**src/rtl/sifive_reset_sequencer_if.sv**
```systemverilog
// Warm-reset request and per-channel reset status bundle between a reset
// sequencer (slave) and the agent that requests warm resets (master).
interface sifive_reset_sequencer_if #(
  parameter int CHANNELS = 4
);
  logic                sw_req;
  logic [CHANNELS-1:0] sw_mask;
  logic [CHANNELS-1:0] reset;
  logic                done;
  logic                sw_ack;

  modport master (
    output sw_req,
    output sw_mask,
    input  reset,
    input  done,
    input  sw_ack
  );

  modport slave (
    input  sw_req,
    input  sw_mask,
    output reset,
    output done,
    output sw_ack
  );
endinterface

```
**src/rtl/sifive_reset_sequencer.sv**
```systemverilog
// Power-on and warm reset sequencer: synchronises board reset deassertion, holds all
// channels, then releases them one by one in ascending order with a fixed gap.
module sifive_reset_sequencer #(
  parameter int CHANNELS    = 4,
  parameter int SYNC_STAGES = 4,
  parameter int HOLD_CYCLES = 256,
  parameter int STAGE_GAP   = 16,
  parameter int SW_HOLD     = 32
) (
  input  logic                    clock,
  input  logic                    areset_n,
  sifive_reset_sequencer_if.slave seqIf
);

  localparam int MaxHoldGap = (HOLD_CYCLES > STAGE_GAP) ? HOLD_CYCLES : STAGE_GAP;
  localparam int CountMax   = (MaxHoldGap > SW_HOLD) ? MaxHoldGap : SW_HOLD;
  localparam int CW         = $clog2(CountMax + 1);
  localparam int IW         = (CHANNELS > 1) ? $clog2(CHANNELS) : 1;

  localparam logic [CW-1:0]       HoldLoad = CW'(HOLD_CYCLES - 1);
  localparam logic [CW-1:0]       GapLoad  = CW'(STAGE_GAP - 1);
  localparam logic [CW-1:0]       SwLoad   = CW'(SW_HOLD - 1);
  localparam logic [CW-1:0]       CountOne = CW'(1);
  localparam logic [IW-1:0]       LastIdx  = IW'(CHANNELS - 1);
  localparam logic [IW-1:0]       IdxOne   = IW'(1);
  localparam logic [CHANNELS-1:0] ChanOne  = CHANNELS'(1);

  typedef enum logic [2:0] {
    ST_HOLD,
    ST_RELEASE,
    ST_RUN,
    ST_SW_HOLD,
    ST_SW_RELEASE
  } state_e;

  state_e                  state_q;
  logic [SYNC_STAGES-1:0]  syncChain_q;
  logic [CW-1:0]           count_q;
  logic [IW-1:0]           chanIdx_q;
  logic [CHANNELS-1:0]     resetOut_q;
  logic                    done_q;
  logic                    swAck_q;

  logic                    syncHeld;
  logic [CHANNELS-1:0]     lowBit;
  logic [CHANNELS-1:0]     swRest_d;

  assign syncHeld = syncChain_q[SYNC_STAGES-1];

  // During a warm sequence the only channels still held are the masked ones that
  // have not been released yet, so the lowest held bit is always the next to go.
  assign lowBit   = resetOut_q & (~resetOut_q + ChanOne);
  assign swRest_d = resetOut_q & ~lowBit;

  always_ff @(posedge clock or negedge areset_n) begin
    if (!areset_n) begin
      syncChain_q <= '1;
      state_q     <= ST_HOLD;
      count_q     <= '0;
      chanIdx_q   <= '0;
      resetOut_q  <= '1;
      done_q      <= 1'b0;
      swAck_q     <= 1'b0;
    end else begin
      syncChain_q <= {syncChain_q[SYNC_STAGES-2:0], 1'b0};
      swAck_q     <= 1'b0;
      case (state_q)
        ST_HOLD: begin
          if (syncHeld) begin
            count_q <= HoldLoad;
          end else if (count_q != '0) begin
            count_q <= count_q - CountOne;
          end else begin
            resetOut_q <= resetOut_q & ~ChanOne;
            if (CHANNELS == 1) begin
              state_q <= ST_RUN;
              done_q  <= 1'b1;
            end else begin
              state_q   <= ST_RELEASE;
              chanIdx_q <= IdxOne;
              count_q   <= GapLoad;
            end
          end
        end

        ST_RELEASE: begin
          if (count_q != '0) begin
            count_q <= count_q - CountOne;
          end else begin
            resetOut_q <= resetOut_q & ~(ChanOne << chanIdx_q);
            if (chanIdx_q == LastIdx) begin
              state_q <= ST_RUN;
              done_q  <= 1'b1;
            end else begin
              chanIdx_q <= chanIdx_q + IdxOne;
              count_q   <= GapLoad;
            end
          end
        end

        ST_RUN: begin
          if (seqIf.sw_req && (seqIf.sw_mask != '0)) begin
            resetOut_q <= resetOut_q | seqIf.sw_mask;
            done_q     <= 1'b0;
            swAck_q    <= 1'b1;
            count_q    <= SwLoad;
            state_q    <= ST_SW_HOLD;
          end
        end

        ST_SW_HOLD, ST_SW_RELEASE: begin
          if (count_q != '0) begin
            count_q <= count_q - CountOne;
          end else begin
            resetOut_q <= swRest_d;
            if (swRest_d == '0) begin
              state_q <= ST_RUN;
              done_q  <= 1'b1;
            end else begin
              state_q <= ST_SW_RELEASE;
              count_q <= GapLoad;
            end
          end
        end

        default: begin
          state_q <= ST_HOLD;
        end
      endcase
    end
  end

  assign seqIf.reset  = resetOut_q;
  assign seqIf.done   = done_q;
  assign seqIf.sw_ack = swAck_q;

endmodule

```
**src/flat_wrapper.sv**
```systemverilog
// flat-port wrapper written by rule: the top's interface ports become plain ports
module sifive_reset_sequencer_flat 
#(
  parameter int CHANNELS    = 4,
  parameter int SYNC_STAGES = 4,
  parameter int HOLD_CYCLES = 256,
  parameter int STAGE_GAP   = 16,
  parameter int SW_HOLD     = 32
)
  (clock, areset_n, seqIf_sw_req, seqIf_sw_mask, seqIf_reset, seqIf_done, seqIf_sw_ack);
  sifive_reset_sequencer_if #(.CHANNELS(CHANNELS)) seqIf_i ();
  input  logic clock;
  input  logic areset_n;
  input wire logic [$bits(seqIf_i.sw_req)-1:0] seqIf_sw_req;
  input wire logic [$bits(seqIf_i.sw_mask)-1:0] seqIf_sw_mask;
  output wire logic [$bits(seqIf_i.reset)-1:0] seqIf_reset;
  output wire logic [$bits(seqIf_i.done)-1:0] seqIf_done;
  output wire logic [$bits(seqIf_i.sw_ack)-1:0] seqIf_sw_ack;
  assign seqIf_i.sw_req = seqIf_sw_req;
  assign seqIf_i.sw_mask = seqIf_sw_mask;
  assign seqIf_reset = seqIf_i.reset;
  assign seqIf_done = seqIf_i.done;
  assign seqIf_sw_ack = seqIf_i.sw_ack;
  sifive_reset_sequencer #(.CHANNELS(CHANNELS), .SYNC_STAGES(SYNC_STAGES), .HOLD_CYCLES(HOLD_CYCLES), .STAGE_GAP(STAGE_GAP), .SW_HOLD(SW_HOLD)) u_core (.clock(clock), .areset_n(areset_n), .seqIf(seqIf_i));
endmodule
```
**config.mk**
```make
export PLATFORM = sky130hd
export DESIGN_NAME = sifive_reset_sequencer_flat
export DESIGN_NICKNAME = d
export VERILOG_FILES = /design/src/rtl/sifive_reset_sequencer_if.sv /design/src/rtl/sifive_reset_sequencer.sv /design/src/flat_wrapper.sv
export SDC_FILE = /design/constraint.sdc
export NUM_CORES = 1
export LEC_CHECK = 0
export ABC_AREA = 1
export CELL_PAD_IN_SITES_DETAIL_PLACEMENT = 0
export CELL_PAD_IN_SITES_GLOBAL_PLACEMENT = 1
export CORE_ASPECT_RATIO = 1.2
export CORE_MARGIN = 1
export CORE_UTILIZATION = 39
export DETAILED_ROUTE_END_ITERATION = 6
export DONT_BUFFER_PORTS = 1
export GPL_TIMING_DRIVEN = 0
export PLACE_DENSITY = 0.74
export SLEW_MARGIN = 20
export SYNTH_ARGS = -nofsm -noshare
export SYNTH_HDL_FRONTEND = slang
export SYNTH_SLANG_ARGS = --single-unit
```
**constraint.sdc**
```tcl
create_clock -name clock -period 2.18 [get_ports clock]
set_clock_uncertainty 0.15 [all_clocks]
set_input_delay 0.436 -clock clock [delete_from_list [all_inputs] [get_ports clock]]
set_output_delay 0.436 -clock clock [all_outputs]
set_load 0.01 [all_outputs]
```
# Word-level counts from Yosys, hierarchy flattened
# Index checks and enable logic that the tools add are counted.
[classes] addsub=3 reduce_logical=15 n_mux=35 bitwise_logic=8 n_eq_ne=15 shift=1
[op_table] op="9-bit two-way mux" count=7
[op_table] op="9-bit case mux with 4 select lines" count=1
[op_table] op="3-bit two-way mux" count=7
[op_table] op="6-bit AND reduction" count=3
[op_table] op="4-bit two-way mux" count=4
[op_table] op="4-bit case mux with 4 select lines" count=1
[op_table] op="4-bit bitwise AND" count=3
[op_table] op="4-bit inverter" count=3
[op_table] op="3-bit case mux with 4 select lines" count=1
[op_table] op="2-bit inequality test (second input constant)" count=5
[op_table] op="5-bit AND reduction" count=2
[op_table] op="9-bit nonzero test" count=1
[op_table] op="9-bit by 1-bit subtractor with 9-bit output (second input constant)" count=1
[op_table] op="1-bit two-way mux" count=8
[op_table] op="2-bit two-way mux" count=4
[op_table] op="4-bit nonzero test" count=2
[op_table] op="3-bit by 2-bit == test with 1-bit output (second input constant)" count=2
[op_table] op="2-bit by 1-bit inequality test with 1-bit output (second input constant)" count=3
[op_table] op="3-bit by 2-bit inequality test with 1-bit output (second input constant)" count=2
[op_table] op="4-bit by 1-bit adder with 4-bit output (second input constant)" count=1
[op_table] op="4-bit logical NOT" count=1
[op_table] op="4-bit bitwise OR" count=1
[op_table] op="2-bit case mux with 2 select lines" count=1
[op_table] op="4-bit AND reduction" count=1
[op_table] op="other kinds (12)" count=12
[totals] wordCells=85 reg_bits=24

# Longest topological paths before layout
# Gate-level depths: netlist of the first run.
[depth] depth_word=9 depth_mapped=11 depth_no_buf=11

# Least setup slack after synthesis of the first run
# Ideal clock, no wire load.
[synth_timing] path_kind="register -> register" from="reg u_core.count_q[0]" to="reg u_core.resetOut_q[1] (netlist: u_core.seqIf.reset[1])" path_stages_with_launch=12 path_buffers=0 setup_slack_ns=0.453 period_less_slack_ns=1.727 setup_ns=0.076 arrival_ns=1.501 path_cell_list="dfrtp_1 > inv_1 > ha_1 > nand2_2 > nor2_2 > nand3_2 > nand2_2 > nand2_4 > nor2_4 > nand2_1 > nand2_1 > nand2_1"
[synth_via] elab_chain_cells=3 word_cells_on_any_way=4 classes_between="eq/ne (2); reduce/logical (2)"
[synth_rtl] item="start: declaration" line_no="sifive_reset_sequencer.sv:38" source="logic [CW-1:0] count_q;"
[synth_rtl] item="start signal: assignment" line_no="sifive_reset_sequencer.sv:70" source="count_q <= HoldLoad;"
[synth_rtl] item="start signal: assignment" line_no="sifive_reset_sequencer.sv:72" source="count_q <= count_q - CountOne;"
[synth_rtl] item="start signal: assignment" line_no="sifive_reset_sequencer.sv:81" source="count_q <= GapLoad;"
[synth_rtl] item="9-bit nonzero test (*)" line_no="sifive_reset_sequencer.sv:87, sifive_reset_sequencer.sv:112"
[synth_rtl] item="2-bit inequality test (no line)"
[synth_rtl] item="5-bit AND reduction (no line) (*)"
[synth_rtl] item="end signal: assignment" line_no="sifive_reset_sequencer.sv:90" source="resetOut_q <= resetOut_q & ~(ChanOne << chanIdx_q);"
[synth_rtl] item="end signal: assignment" line_no="sifive_reset_sequencer.sv:103" source="resetOut_q <= resetOut_q | seqIf.sw_mask;"
[synth_rtl] item="end signal: assignment" line_no="sifive_reset_sequencer.sv:115" source="resetOut_q <= swRest_d;"
[synth_rtl] item="end: declaration" line_no="sifive_reset_sequencer.sv:40" source="logic [CHANNELS-1:0] resetOut_q;"
# Mark *: on every way between the ends. The rest lies on a longest branch, timed or not.
# A chain may end at the register's enable or synchronous reset.

# Worst setup path after layout of the first run
[layout_timing] from="reg u_core.count_q[0]" to="reg u_core.resetOut_q[3] (netlist: u_core.seqIf.reset[3])"
# Same word-level chain as after synthesis.

==> run metrics, run 1 <==
Leakage=0.924 nW; Max-cap violations=0; Num CTS Buffers=3; Syn Nets=240; post-layout util=45.7%; final instance area=0.00185 sq mm; Initial Util=between 40% and 50%; Mapped Cells=228; Total Routing Usage GR=18.8%; DR pass1 iterations=4; Post-synth EDFFs=0; Vias/cell=roughly 5; layout cells sized above 1=a little over a fifth; Synth Flop Type=dfrtp_1; Placed Area=around 0.0017 sq mm; diode count=0; clock period minus worst slack=1.95 ns; Clock Sinks=24; Avg Cell Area, Syn=~7.3 sq um; drt total wl=3540 microns; Post-CTS Setup Repair Bufs=0; final net count=247; final non-filler cell total=between 200 and 300; Setup violations, final=0; Peak Freq=between 500 and 600 MHz; worst min-delay path class=in -> reg; area grow syn2layout=10.6%; fillers=approximately 430; Seq/Total Area, Yosys=36.6%; Critical Path Fanout Max=9; die width=61.7 microns; CTS tree=done; share of the synthesized area in the top cell type=between 20% and 30%; CP max stage cell=dfrtp_1; PD cells=1450 mW/mm^2; number of distinct library cells after synthesis=26; peak supply drop=roughly 0.58 mV; clock buffer depth=2; routability cong.=0.786; RSZ-0062 raised after global routing=false; core area=0.00404 sq mm; first-pass GRT wire length=6280 microns; crit share post-route=89.6%; ANT nets after route=0; Setup crit end kind=register; CP required=2.24 ns; commonest non-fill, non-tap cell in the layout=nand2_1; status=finished, final reports clean; wire per inst=12.3 microns; antenna violations before repair=0; commonest non-fill, non-tap cells in the layout=nand2_1, inv_1, nand3_1; DP Wirelength=2750 microns; #FFs+latches synth=24; Placement Setup Slack=0.157 ns; die height=73.7 microns; Clock Latency Late Sink=0.28 ns; final hold vios=0; Async SR Flop Fraction=100%; IO Count=13; placement row count=25; drt first-iter violations=43; DR vias=1402; remaining global-route overflow=0; Yosys warnings=0; worst setup margin=around 0.23 ns; Max Slew Vio Count=0; Mapped Area=0.00167 sq mm; most frequent CP cell=nand2_1; max incr delay on CP=about 0.4 ns; placed cells=282; register clock-pin slew on the reported worst setup and hold paths=about 0.080 ns; cell chain of the critical path=inv_1 > ha_1 > nand2_2 > nor2_2 > nand3_4 > nand2_1 > inv_1 > nor2_4 > nand2_1 > nand2_1 > nand2_1; Port Buffers=0; Synth area leaders=dfrtp_1, nand2_1, dfstp_2, nand3_1, inv_1; Startpoint Class=register; die area=0.00455 sq mm; largest net degree at the start of global routing=25; drc violations=0; CP Data Arrival Time=a little over 2 ns; critical path start-end classification=reg -> reg; CTS H-tree depth=1; top cell type by total area after synthesis=dfrtp_1; vias in the first global route=1477; Setup TNS=0 ns; CTS Root Cell=clkbuf_8
-- per-stage QoR --
step | power (W) | hold WS, ns
after floorplan | 0.00199 | -0.00959
after global placement | 0.00228 | -0.00902
after detailed placement | 0.00229 | -0.00891
after CTS | 0.00271 | 0.202
after global routing | 0.00295 | 0.217
final | 0.00267 | 0.203
-- where the power goes --
group          switching, W  internal, W  total, W
Combinational      0.000936     0.000535   0.00147
Clock              0.000150     0.000246  0.000396
Sequential         0.000183     0.000617  0.000800
-- routing by layer --
| metal | vias up | GRT usage, % | wire length (microns) |
|---|---|---|---|
| met5 | - | 0 | 0 |
| met4 | 0 | 7.16 | 63 |
| met3 | 5 | 2.29 | 89 |
| met2 | 18 | 33.7 | 1810 |
| met1 | 650 | 22.2 | 1580 |
| li1 | 729 | - | - |
-- critical path: cells and delay by family (launching register included) --
| kind | cells | cell delay, ns |
|---|---|---|
| AND/OR/NAND/NOR | 8 | 0.93 |
| flip-flops | 1 | 0.40 |
| buffers and inverters | 2 | 0.19 |
| adder cells (fa/ha/maj) | 1 | 0.22 |
-- final cells by class --
class | count | area, sq um | area share (%)
clock inverter | 1 | 30.0 | 1.63
buffer | 2 | 27.5 | 1.49
timing repair buffer | 2 | 30.0 | 1.63
multi-input combinational | 168 | 908 | 49.2
inverter | 34 | 130 | 7.05
sequential | 24 | 611 | 33.1
clock buffer | 3 | 41.3 | 2.24
tap | 54 | 67.6 | 3.66
-- state kept, by name (all words and copies together), names as in the netlist --
signal and flops:
u_core.seqIf.reset 4, u_core.chanIdx_q 2, u_core.seqIf.done 1, u_core.syncChain_q 4, u_core.seqIf.sw_ack 1, u_core.state_q 3, u_core.count_q 9
-- cell usage after synthesis, types with 2 or more instances --
cell      number
nor2_2         2
o21ai_0        8
nand2_4        5
dfstp_2        8
o211ai_1       2
nor2_4         3
ha_1           5
inv_2          3
o21ai_2        7
nand3b_1       2
inv_1         30
nor2_1        22
nand2_1       62
nand3_1       24
nand3_2        4
nand2_2       10
dfrtp_1       16
a21oi_1        7
-- path summary, 6_finish.rpt --
| check | startpoint | cells past startpoint | slack (ns) | endpoint |
|---|---|---|---|---|
| setup / recovery | u_core.count_q[0] | 11 | 0.23 | u_core.seqIf.reset[3] |
| hold / removal | seqIf_sw_req | 2 | 0.20 | u_core.seqIf.sw_ack |
| setup reg to reg | u_core.count_q[0] | 11 | 0.23 | u_core.seqIf.reset[3] |
| hold reg to reg | u_core.syncChain_q[0] | 0 | 0.21 | u_core.syncChain_q[1] |
| max in group asynchronous | areset_n | 2 | 1.20 | u_core.seqIf.reset[0] |
| min in group asynchronous | areset_n | 2 | 0.45 | u_core.count_q[1] |
-- cells by family (layout without fill, tap and decap cells) --
| family | count (synthesis) | in the layout | synth area share (%) |
|---|---|---|---|
| simple gates | 136 | 136 | 40.0 |
| buf+inv | 36 | 42 | 9.45 |
| flops | 24 | 24 | 36.6 |
| other cells | 1 | 1 | 0.225 |
| fa+ha+maj | 5 | 5 | 3.75 |
| compound gates | 25 | 25 | 9.52 |
| xor+xnor | 1 | 1 | 0.525 |
-- what timing repair did --
item	CTS	global route
endpoints found under the setup margin	0	3
endpoints found under the hold margin	24	0
hold buffers	2	0
resized for setup	0	1
Power figures use the tool's default switching activity.
==> run 2, diff against run 1 <==
--- a/config.mk
+++ b/config.mk
@@ -15,4 +15,5 @@
 export DONT_BUFFER_PORTS = 1
 export GPL_TIMING_DRIVEN = 0
+export HOLD_SLACK_MARGIN = 0.06
 export PLACE_DENSITY = 0.74
 export SLEW_MARGIN = 20
==> constraint.sdc (replaced) <==
create_clock -name clock -period 2.18 [get_ports clock]
set_clock_uncertainty 0.15 [all_clocks]
set_input_delay 0.218 -clock clock [delete_from_list [all_inputs] [get_ports clock]]
set_output_delay 0.218 -clock clock [all_outputs]
set_load 0.01 [all_outputs]
==> run metrics, run 2 (same netlist as run 1, synthesis figures left out) <==
status=finished, final reports clean (unchanged); remaining global-route overflow=0 (unchanged); RSZ-0062 raised after global routing=false (unchanged); Max Slew Vio Count=0 (unchanged); Max-cap violations=0 (unchanged); Clock Latency Late Sink=0.28 ns (about the same); max reg flops=9 (unchanged); Biggest register=u_core.count_q (unchanged); Initial Util=41.4% (unchanged); wire per inst=12.2 microns (was 12.3 microns); r2r setup slk=0.23 ns (about the same); layout cells sized above 1=21.2% (was 21.4%); core area=0.00404 sq mm (unchanged); Total Routing Usage GR=18.8% (about the same); final hold vios=0 (unchanged); clock period minus worst slack=1.95 ns (about the same); commonest non-fill, non-tap cell in the layout=nand2_1 (unchanged); CTS tree=done (unchanged); critical path's top delay family=simple AND/OR/NAND/NOR gates (unchanged); Setup crit end kind=register (unchanged); ANT nets after route=0 (unchanged); Placement Setup Slack=0.157 ns (unchanged); clock buffer depth=2 (unchanged); hold path cells=4 (was 2); Startpoint Class=register (unchanged); die width=61.7 microns (unchanged); Peak Freq=512 MHz (about the same); drc violations=0 (unchanged); area grow syn2layout=11.8% (was 10.6%); worst setup margin=0.226 ns (about the same); max incr delay on CP=0.40 ns (about the same); Critical Path Fanout Max=9 (unchanged); Tot Pwr=0.00267 W (about the same); diode count=0 (unchanged); CP bufs+invs=2 (unchanged); drt first-iter violations=39 (was 43); R2R depth=11 (unchanged); Port Buffers=0 (unchanged); first-pass GRT wire length=6290 microns (was 6280 microns); Setup violations, final=0 (unchanged); CP Data Arrival Time=2.02 ns (about the same); PD cells=1430 mW/mm^2 (was 1450 mW/mm^2); Vias/cell=4.86 (was 4.87); vias in the first global route=1480 (was 1477); critical path start-end classification=reg -> reg (unchanged); fillers=428 (was 429); most frequent CP cell=nand2_1 (unchanged); routability cong.=0.786 (unchanged); register clock-pin slew on the reported worst setup and hold paths=0.08 ns (about the same); Worst Hold Launch=seqIf_sw_mask[0] (was seqIf_sw_req); DP Wirelength=2750 microns (unchanged); final instance area=0.00187 sq mm (was 0.00185 sq mm); Worst R2R End=u_core.seqIf.reset[3] (unchanged); CP max stage cell=dfrtp_1 (unchanged); largest net degree at the start of global routing=25 (unchanged); worst min-delay path class=in -> reg (unchanged); post-layout util=46.2% (was 45.7%); drt total wl=3550 microns (was 3540 microns); antenna violations before repair=0 (unchanged); crit share post-route=89.6% (about the same); Clock Sinks=24 (unchanged); Post-CTS Setup Repair Bufs=0 (unchanged); Leakage=0.933 nW (was 0.924 nW); peak supply drop=0.581 mV (was 0.578 mV); final net count=249 (was 247); IO Count=13 (unchanged); cell chain of the critical path=inv_1 > ha_1 > nand2_2 > nor2_2 > nand3_4 > nand2_1 > inv_1 > nor2_4 > nand2_1 > nand2_1 > nand2_1 (unchanged); Num CTS Buffers=3 (unchanged); CTS H-tree depth=1 (unchanged); die height=73.7 microns (unchanged); Setup TNS=0 ns (unchanged); worst r2r src=u_core.count_q[0] (unchanged); Placed Area=0.00174 sq mm (unchanged); commonest non-fill, non-tap cells in the layout=nand2_1, inv_1, nand3_1 (unchanged); DR pass1 iterations=4 (unchanged); die area=0.00455 sq mm (unchanged); placement row count=25 (unchanged); CTS Root Cell=clkbuf_8 (unchanged); Crit path depth=11 (unchanged); hold endpoint=u_core.seqIf.sw_ack (unchanged); DR vias=1409 (was 1402); CP required=2.24 ns (about the same)
-- run 2: cell count changes in the layout (fill, tap and decap cells not counted), sizes merged --
cell         delta
dlygate4sd3     +2
-- run 2: area by class of cell --
class / instances / area [sq um] / share of cell area, %
plain buffers: 2 / 27.5 / 1.48
clock buffers: 3 / 41.3 / 2.21
clock inverters: 1 / 30.0 / 1.61
inverters: 34 / 130 / 6.98
multi-input cells: 168 / 908 / 48.7
flip-flops and latches: 24 / 611 / 32.7
well taps: 54 / 67.6 / 3.62
repair buffers: 4 / 50.0 / 2.68
-- run 2: stage by stage --
step	hold WS (ns)	std cells
after floorplan	-0.228	228
after global placement	-0.227	282
after detailed placement	-0.227	282
after CTS	0.0803	290
after global routing	0.122	290
final	0.0811	290
-- run 2: repair_timing --
action | in CTS | in global routing
endpoints found under the setup margin | 0 | 3
hold endpoints to repair | 26 | 0
hold buffers | 4 | 0
gates resized for setup | 0 | 1
-- run 2: how the worst max path moves through the flow --
stage,start,end,slack [ns]
2_1_floorplan,u_core.count_q[0],u_core.seqIf.reset[1],0.45
3_3_place_gp,u_core.count_q[0],u_core.seqIf.reset[3],0.16
3_5_place_dp,u_core.count_q[0],u_core.seqIf.reset[1],0.16
4_1_cts,u_core.count_q[0],u_core.seqIf.reset[3],0.15
5_1_grt,u_core.count_q[0],u_core.seqIf.reset[3],0.04
6_report,u_core.count_q[0],u_core.seqIf.reset[3],0.23
-- run 2: worst reg2reg max path, stage by stage (launching register included) --
cell and delay (ns):
dfrtp_1 0.40, inv_1 0.12, ha_1 0.22, nand2_2 0.08, nor2_2 0.18, nand3_4 0.17, nand2_1 0.12, inv_1 0.07
nor2_4 0.16, nand2_1 0.11, nand2_1 0.07, nand2_1 0.04
-- run 2: report_power, final --
part           internal, W  total [W]  switching [W]
combinational     0.000537    0.00147       0.000937
clock             0.000246   0.000396       0.000150
sequential        0.000617   0.000800       0.000183
-- run 2: metal layers --
metal	wire, microns	track usage, %
met5	0	0
met4	63	7.16
met3	89	2.29
met2	1800	33.7
met1	1590	22.3
==> run 3, diff against run 2 <==
- CORE_UTILIZATION: 39 -> 46
- PLACE_DENSITY: 0.74 -> 0.84
==> run metrics, run 3 (same netlist as run 1, synthesis figures left out) <==
DR pass1 iterations=4 (unchanged); R2R depth=11 (unchanged); CP Data Arrival Time=2.03 ns (was 2.02 ns); Worst Setup EP=u_core.seqIf.reset[3] (unchanged); Startpoint Class=register (unchanged); Peak Freq=509 MHz (was 512 MHz); register clock-pin slew on the reported worst setup and hold paths=0.09 ns (was 0.08 ns); Max-cap violations=0 (unchanged); CP required=2.24 ns (about the same); routability cong.=0.823 (was 0.786); placement row count=23 (was 25); Placed Area=0.00172 sq mm (was 0.00174 sq mm); max reg flops=9 (unchanged); Setup violations, final=0 (unchanged); first-pass GRT wire length=6110 microns (was 6290 microns); ANT nets after route=0 (unchanged); drt total wl=3600 microns (was 3550 microns); antenna violations before repair=0 (unchanged); DP Wirelength=2790 microns (was 2750 microns); Total Routing Usage GR=20.7% (was 18.8%); worst r2r src=u_core.count_q[0] (unchanged); CP max stage cell=dfrtp_1 (unchanged); wire per inst=13.2 microns (was 12.2 microns); clock buffer depth=2 (unchanged); clock period minus worst slack=1.96 ns (was 1.95 ns); layout cells sized above 1=21.2% (unchanged); IO Count=13 (unchanged); post-layout util=54.3% (was 46.2%); final net count=249 (unchanged); commonest non-fill, non-tap cells in the layout=nand2_1, inv_1, nand3_1 (unchanged); Initial Util=49.2% (was 41.4%); Crit path depth=11 (unchanged); worst min-delay path class=in -> reg (unchanged); Setup crit start=u_core.count_q[0] (unchanged); Clock Latency Late Sink=0.27 ns (was 0.28 ns); crit share post-route=90.1% (was 89.6%); die height=68.0 microns (was 73.7 microns); Setup crit end kind=register (unchanged); final hold vios=0 (unchanged); cell chain of the critical path=inv_1 > ha_1 > nand2_2 > nor2_2 > nand3_4 > nand2_2 > nand2_4 > nor2_4 > nand2_1 > nand2_1 > nand2_1 (was inv_1 > ha_1 > nand2_2 > nor2_2 > nand3_4 > nand2_1 > inv_1 > nor2_4 > nand2_1 > nand2_1 > nand2_1); Critical Path Fanout Max=9 (unchanged); largest net degree at the start of global routing=25 (unchanged); CTS tree=done (unchanged); Port Buffers=0 (unchanged); critical path's top delay family=simple AND/OR/NAND/NOR gates (unchanged); Max Slew Vio Count=0 (unchanged); CTS Root Cell=clkbuf_8 (unchanged); fillers=351 (was 428); final instance area=0.00184 sq mm (was 0.00187 sq mm); RSZ-0062 raised after global routing=false (unchanged); DR vias=1434 (was 1409); area grow syn2layout=10.5% (was 11.8%); max incr delay on CP=0.40 ns (about the same); Biggest register=u_core.count_q (unchanged); critical path start-end classification=reg -> reg (unchanged); diode count=0 (unchanged); peak supply drop=0.771 mV (was 0.581 mV); most frequent CP cell=nand2_1 (unchanged); drc violations=0 (unchanged); Worst R2R End=u_core.seqIf.reset[3] (unchanged); CTS H-tree depth=1 (unchanged); Post-CTS Setup Repair Bufs=0 (unchanged); PD cells=1460 mW/mm^2 (was 1430 mW/mm^2); core area=0.00340 sq mm (was 0.00404 sq mm); drt first-iter violations=51 (was 39); commonest non-fill, non-tap cell in the layout=nand2_1 (unchanged); CP bufs+invs=1 (was 2); Vias/cell=5.25 (was 4.86); Leakage=0.933 nW (unchanged); Clock Sinks=24 (unchanged); vias in the first global route=1429 (was 1480); Setup TNS=0 ns (unchanged); Tot Pwr=0.00269 W (was 0.00267 W); die area=0.00387 sq mm (was 0.00455 sq mm); status=finished, final reports clean (unchanged); die width=57.0 microns (was 61.7 microns); Num CTS Buffers=3 (unchanged); remaining global-route overflow=0 (unchanged); r2r setup slk=0.22 ns (was 0.23 ns)
run 3: cell counts in the layout (fill, tap and decap cells not counted):
Identical to the previous run, type by type.
run 3: stage by stage:
stage | cells | setup WS [ns] | hold WS [ns]
floorplan | 228 | 0.453 | -0.228
global placement | 265 | 0.215 | -0.227
detailed placement | 265 | 0.170 | -0.227
CTS | 273 | 0.145 | 0.0957
global route | 273 | 0.0652 | 0.107
finish | 273 | 0.216 | 0.0968
run 3: worst register-to-register path, delay by kind of cell (launching register included):
| family | cells | cell delay, ns |
|---|---|---|
| simple gates | 9 | 0.99 |
| flops | 1 | 0.40 |
| fa+ha+maj | 1 | 0.22 |
| buf+inv | 1 | 0.14 |
run 3: worst min-delay path by stage:
stage / start / endpoint / slack [ns] / depth (start not counted)
after detailed placement: areset_n / u_core.count_q[0] / -0.23 / 0
after floorplan: areset_n / u_core.chanIdx_q[0] / -0.23 / 0
after CTS: seqIf_sw_mask[2] / u_core.seqIf.reset[2] / 0.1 / 4
after global routing: seqIf_sw_mask[0] / u_core.seqIf.sw_ack / 0.11 / 4
after global placement: areset_n / u_core.count_q[0] / -0.23 / 0
final: seqIf_sw_mask[2] / u_core.seqIf.reset[2] / 0.1 / 4
run 3: final cells by class:
class / instances / area, sq um / area share, %
Buffer: 2 / 27.5 / 1.49
Clock buffer: 3 / 41.3 / 2.24
Clock inverter: 1 / 30.0 / 1.63
Inverter: 34 / 130 / 7.06
Multi-Input combinational cell: 168 / 908 / 49.3
Sequential cell: 24 / 611 / 33.1
Tap cell: 37 / 46.3 / 2.51
Timing Repair Buffer: 4 / 50.0 / 2.71
run 3: where the power goes:
group,total [W],switching [W],internal [W]
Clock,0.000396,0.000150,0.000246
Sequential,0.000807,0.000190,0.000617
Combinational,0.00148,0.000947,0.000538
run 3: routing by layer:
metal	track usage, %	part of all wire [%]
met1	22.5	44
met2	40.3	53
met3	3.40	2.3
met4	7.93	1.1
met5	0	0
run 3: what timing repair did:
item | in CTS | in global routing
resized for setup | 0 | 1
endpoints found under the hold margin | 26 | 0
hold buffers | 4 | 0
endpoints found under the setup margin | 0 | 1
